File: config.mk
export PLATFORM = sky130hd
export DESIGN_NAME = demux_lane_packer
export DESIGN_NICKNAME = d
export VERILOG_FILES = /design/src/rtl/demux_lane_packer.sv
export SDC_FILE = /design/constraint.sdc
export NUM_CORES = 1
export LEC_CHECK = 0
export ABC_AREA = 1
export CAP_MARGIN = 40
export CELL_PAD_IN_SITES_DETAIL_PLACEMENT = 1
export CELL_PAD_IN_SITES_GLOBAL_PLACEMENT = 1
export CORE_MARGIN = 2
export CORE_UTILIZATION = 40
export CTS_BUF_LIST = sky130_fd_sc_hd__clkbuf_16
export DETAILED_ROUTE_END_ITERATION = 8
export GPL_TIMING_DRIVEN = 0
export PLACE_DENSITY_LB_ADDON = 0.12
export SLEW_MARGIN = 25
export SYNTH_ARGS = -nofsm -noshare
export SYNTH_HDL_FRONTEND = slang
export SYNTH_SLANG_ARGS = --single-unit
File: constraint.sdc
create_clock -name clk -period 4.5 [get_ports clk]
set_input_delay 0.675 -clock clk [delete_from_list [all_inputs] [get_ports clk]]
set_output_delay 0.675 -clock clk [all_outputs]
set_load 0.03 [all_outputs]
File: src/rtl/demux_lane_packer.sv
// Reassembles serial bits from an upstream 1-to-4 demux into per-lane words.
// Completed words are handed to a single output register by a round-robin arbiter.
module demux_lane_packer #(
  parameter int DATA_W = 8
) (
  input  logic              clk,
  input  logic              rst,
  input  logic              in_valid,
  input  logic [1:0]        select,
  input  logic [3:0]        lane_bits,
  output logic              out_valid,
  input  logic              out_ready,
  output logic [1:0]        out_lane,
  output logic [DATA_W-1:0] out_data,
  output logic [3:0]        overflow,
  input  logic              ovf_clr
);
  localparam int CNT_W = (DATA_W > 2) ? $clog2(DATA_W) : 1;
  localparam logic [CNT_W-1:0] LAST = CNT_W'(DATA_W - 1);

  // The oldest bit of a completed word is never shifted further, so the
  // shift register only keeps DATA_W-1 bits.
  logic [DATA_W-2:0] shift_r [4];
  logic [CNT_W-1:0]  cnt_r   [4];
  logic [DATA_W-1:0] hold_r  [4];
  logic [3:0]        pending;
  logic [1:0]        rr;

  logic              load;
  logic              any_pend;
  logic [1:0]        grant;
  logic              in_bit;
  logic [DATA_W-1:0] word;
  logic              word_done;
  logic              sel_drain;

  always_comb begin
    load     = !out_valid || out_ready;
    any_pend = 1'b0;
    grant    = rr;
    for (int unsigned k = 0; k < 4; k++) begin
      if (!any_pend && pending[rr + 2'(k)]) begin
        any_pend = 1'b1;
        grant    = rr + 2'(k);
      end
    end
    in_bit    = lane_bits[select];
    word      = {shift_r[select], in_bit};
    word_done = in_valid && (cnt_r[select] == LAST);
    sel_drain = load && any_pend && (grant == select);
  end

  always_ff @(posedge clk) begin
    if (rst) begin
      for (int unsigned i = 0; i < 4; i++) begin
        shift_r[i] <= '0;
        cnt_r[i]   <= '0;
        hold_r[i]  <= '0;
      end
      pending   <= '0;
      rr        <= '0;
      out_valid <= 1'b0;
      out_lane  <= '0;
      out_data  <= '0;
      overflow  <= '0;
    end else begin
      if (load) begin
        if (any_pend) begin
          out_valid      <= 1'b1;
          out_lane       <= grant;
          out_data       <= hold_r[grant];
          rr             <= grant + 2'd1;
          pending[grant] <= 1'b0;
        end else begin
          out_valid <= 1'b0;
        end
      end

      if (ovf_clr) overflow <= '0;

      // Later assignments win: a completing word re-arms pending even if the
      // same lane was just drained, and a new overflow beats ovf_clr.
      if (in_valid) begin
        shift_r[select] <= word[DATA_W-2:0];
        if (word_done) begin
          cnt_r[select] <= '0;
          if (pending[select] && !sel_drain) begin
            overflow[select] <= 1'b1;
          end else begin
            hold_r[select]  <= word;
            pending[select] <= 1'b1;
          end
        end else begin
          cnt_r[select] <= cnt_r[select] + 1'b1;
        end
      end
    end
  end
endmodule

# [After elaboration in Yosys (flattened, before gate mapping)]
# Memories as Yosys holds them, arrays and structs flattened. A register that Yosys moved wholly into a read port is not among the register bits.
# Index checks and enable logic that the tools add are counted.
# Widths: inputs -> output; s select.
[op_classes] reduce_logical=19 n_eq_ne=2 addsub=5 n_lt_le_gt_ge=8 mux=63 bitwise_logic=5
[op_table] operator="$mux 4" count=11
[op_table] operator="$mux 1" count=34
[op_table] operator="$lt 2x3->1 const B" count=6
[op_table] operator="$bmux 1 s2" count=6
[op_table] operator="$mux 2" count=6
[op_table] operator="$logic_and 1x1->1" count=9
[op_table] operator="$mux 8" count=1
[op_table] operator="$or 4x4->4" count=2
[op_table] operator="$reduce_or 8->1" count=1
[op_table] operator="$mux 7" count=1
[op_table] operator="$reduce_or 7->1" count=1
[op_table] operator="$mux 3" count=2
[op_table] operator="$logic_not 1->1" count=5
[op_table] operator="$add 2x1->2 const B" count=2
[op_table] operator="$add 2x2->2 const B" count=2
[op_table] operator="$and 4x4->4" count=1
[op_table] operator="$demux 1 s2" count=2
[op_table] operator="$ge 2x1->1 const B" count=2
[op_table] operator="$not 4->4" count=1
[op_table] operator="$add 3x1->3 const B" count=1
[op_table] operator="$eq 3x3->1 const B" count=1
[op_table] operator="$reduce_or 3->1" count=1
[op_table] operator="$eq 2x2->1" count=1
[op_table] operator="$reduce_and 2->1" count=1
[op_table] operator="2 further kinds" count=2
[word_totals] in_bits=11 out_inout_bits=15 regBits=13 ram_bits=72 mem_count=3 wordCells=110
[memory_table] memory="hold_r" depth=4 width=8 rd=1 rd_ports_with_merged_regs=1 wr=4 line_no="25" text="logic [DATA_W-1:0] hold_r [4];"
[memory_table] memory="shift_r" depth=4 width=7 rd=1 rd_ports_with_merged_regs=0 wr=4 line_no="23" text="logic [DATA_W-2:0] shift_r [4];"
[memory_table] memory="cnt_r" depth=4 width=3 rd=1 rd_ports_with_merged_regs=0 wr=4 line_no="24" text="logic [CNT_W-1:0] cnt_r [4];"

# [Logic depth before layout (Yosys ltp)]
[logic_depth] word_depth=25 ltp_mapped=19 depth_no_buf=17

# [Worst setup path before layout]
# OpenSTA, ideal clock, no wires.
[synth_timing] kind="input port to flip-flop" startpoint="in select[1]" endpoint="mem hold_r[0][0] (enable)" path_buffers=1 setup_slack_ns=1.596 t_arrival_ns=2.575 setup_time_ns=0.329 stages=10 required_ns=4.171 cell_sequence="nor2_1 -> clkbuf_1 -> a22oi_1 -> nand3_1 -> ha_1 -> ha_1 -> nand2_1 -> inv_1 -> nand3_4 -> nand2_1"
[synth_rtl] item="from (decl)" line_no="9" text="input logic [1:0] select,"
[synth_rtl] item="to (decl)" line_no="25"

==> results.txt <==
Int Pwr = 1.748 mW
Share of flip-flops with an asynchronous set or reset = 0%
Post-synthesis cell count = 497
Clock root cell = clkbuf_16
Initial Util = 41.32%
ANT nets after route = 0
Fin cells = 683
Worst R2R Path Depth = 16
Tmin final = 4030 ps
RD Place Congestion = 0.8066
Busiest grt layer = met2
Comb pwr share = 35.4%
Period utilization = 89.57%
Placed inst area = 4947 um^2
Area grow syn2layout = 16.38%
Post-CTS Setup Repair Bufs = 0
IO Port Bufs = 25
First-pass GRT wire length = 18720 um
Max-slew violation count = 0
Unique masters post-synth = 34
Num CTS Buffers = 9
Setup Viol. Count Final = 0
Critical path data required time = 4510 ps
Hold worst-path end = overflow[3]
Peak VDD IR = 0.3488 mV
Die height = 110.1 um
Max Fanout on Critical Path = 10
Worst-skew pair later-pin latency = 340 ps
Seq/Total Area, Yosys = 57.40%
Worst setup path class = in2reg
Mux share of post-synthesis cell area = 0%
RSZ-0062 raised after global routing = no
Simple logic cell fraction of the synthesized area = 26.81%
Post-detail-place hpwl = 8479 um
Fillers = 1265
Clk sink count = 93
Total power draw = 2.739 mW
CTS clk-pin slew, worst paths = 60 ps
LEAKAGE = 2.223 nW
XOR/XNOR Fraction of Synth Area = 0%
Placed Instances = 665
Cells resized by post-CTS repair = 0
Slew margin rel. = 36.22%
Chip Width = 110.1 um
Top FF cell, synth = edfxtp_1
Syn Std Cell Area = 4499 um^2
Fmax = 0.2481 GHz
Largest family of logic cells by synthesized area = simple AND/OR/NAND/NOR gates
GRT met2 Usage = 36.55%
Worst r2r src = rr[0]
Setup TNS Final = 0 ps
Critical Path Start Type = input pin
Compound-Gate Fraction of Synth Area = 7.592%
Count of state elements after synthesis = 93
DRT Wirelength = 11360 um
Flop2flop setup slack = 1730 ps
EDFF count, synth = 72
GRT met1 Usage = 24.57%
Htree depth = 3
Sw Pwr = 0.9914 mW
Setup crit end kind = register
Critical path arrival = 4040 ps
Switch share = 36.19%
Post-layout util = 48.09%
CTS tree = yes
Final hold vios = 0
Clock network fraction of total power = 26.3%
Post-Synth Adder-Cell Area = 1.669%
Core Area = 10890 um^2
Hold depth = 2
Routing usage on met3 = 5.467%
Total number of vias = 3481
DRC viols = 0
Post-Route Skew = 6.610 ps
Row cnt = 38
Syn. warnings = 0
Initial antenna violation count = 0
Final antenna diode count = 0
I/O pins = 26
RR Endpoint = hold_r[2][4]
Pre-Repair DR Iteration Count = 4
Initial DRC Count = 165
Hold buffers post-CTS = 0
Status = complete, no violations
Mean Syn Cell Area = 9.053 um^2
Worst slew pin tran = 956.7 ps
Max Root-Sink Buffers = 2
Max Cap Violations = 0
Nets = 555
Beginning of the worst hold path = overflow[3]
HP Class = reg2reg
Largest net degree at the start of global routing = 15
PD cells = 523.2 nW/um^2
Post-Syn Nets = 514
Post-route cell area = 5236 um^2
Vias per cell = 5.097
Vias in the first global route = 3782
GRT overflow = 0
Reg power frac = 38.4%
Routed len/inst = 16.64 um
GR Util All Layers = 20.82%
Full die area = 12110 um^2
Ratio of cells with drive above 1 in the final layout = 7.919%
[worst max-delay path by stage]
stage / startpoint / endpoint / slack [ps] / cells after the start
after floorplan: select[1] / hold_r[0][0] / 1600 / 10
after global placement: select[0] / hold_r[2][6] / 30 / 11
after detailed placement: select[0] / hold_r[2][4] / 80 / 12
after CTS: select[0] / hold_r[2][2] / 410 / 12
after global routing: select[0] / hold_r[2][2] / 230 / 12
final: select[0] / hold_r[2][4] / 470 / 12
[cells in the mapped netlist, drive strengths merged (2+ instances only)]
cell type | n | share of area, %
a22o | 8 | 1.6
a22oi | 3 | 0.50
a21oi | 7 | 0.78
clkbuf | 10 | 0.83
ha | 6 | 1.7
nand2 | 110 | 10
o21ai | 19 | 2.1
nor2 | 119 | 10
nor3 | 7 | 0.78
a221oi | 8 | 1.6
dfxtp | 21 | 9.3
o22ai | 2 | 0.28
nand4 | 2 | 0.28
inv | 54 | 4.6
nand3 | 38 | 5.5
buf | 6 | 1.1
edfxtp | 72 | 48
[registers in the layout, indices dropped and copies added, names as in the netlist]
signal	count
cnt_r	12
hold_r	32
out_data	8
out_lane	2
out_valid	1
overflow	4
pending	4
rr	2
shift_r	28
[layer usage]
layer	share of wire (%)	routed length, um
met5	0	0
met4	1.9	218
met3	2.9	328
met2	51	5840
met1	44	4976
[layout make-up]
cell class,count,area [um^2],area share (%)
clock buffer,9,225.2,4.301
sequential,93,2582,49.32
multi-input combinational,333,1623,30.99
timing repair buffer,30,282.8,5.400
clock inverter,7,53.80,1.027
buffer,16,85.08,1.625
inverter,55,209.0,3.990
tap,140,175.2,3.345
[placed cells by master (no fill, tap or decap), types with 4 or more instances in the layout]
cell type / synthesis / routed
a21oi_1: 7 / 7
a221oi_1: 8 / 8
a22o_1: 8 / 8
buf_4: 2 / 5
clkbuf_1: 10 / 10
clkbuf_16: 0 / 9
clkdlybuf4s50_1: 0 / 25
dfxtp_1: 21 / 21
edfxtp_1: 72 / 72
ha_1: 6 / 6
inv_1: 49 / 53
inv_2: 4 / 4
nand2_1: 103 / 103
nand2_2: 5 / 5
nand3_1: 33 / 33
nand3_4: 4 / 4
nor2_1: 116 / 116
nor3_1: 7 / 7
o21ai_0: 12 / 11
o21ai_1: 7 / 8
[stage by stage]
step / hold slack [ps] / worst slack, ps
after global routing: 502.2 / 226.6
after global placement: 458.4 / 33.40
after detailed placement: 464.8 / 80.20
final: 471.9 / 469.6
after CTS: 473.6 / 407.7
after floorplan: 469.4 / 1596
[power by group through the flow]
stage | Clock, mW | Sequential [mW] | Combinational (mW)
after detailed placement | 0 | 1.07 | 0.978
final | 0.720 | 1.05 | 0.969
after global routing | 0.766 | 1.06 | 1.09
after CTS | 0.741 | 1.05 | 0.984
after floorplan | 0 | 1.16 | 0.580
after global placement | 0 | 1.06 | 0.948
[critical path, stage by stage]
cell,delay (ps)
clkdlybuf4s50_1,530
nor2_1,450
buf_4,260
clkbuf_1,480
a22oi_1,190
nand3_1,150
ha_1,170
ha_1,210
nand2_1,100
inv_1,260
nand3_4,210
nand2_1,340
[logic make-up after synthesis]
family	after synthesis
and+or+nand+nor	276
DFF	93
buffers and inverters	71
AOI/OAI and AO/OA	51
adders and majority gates	6
(Power assumes the default switching activity.)
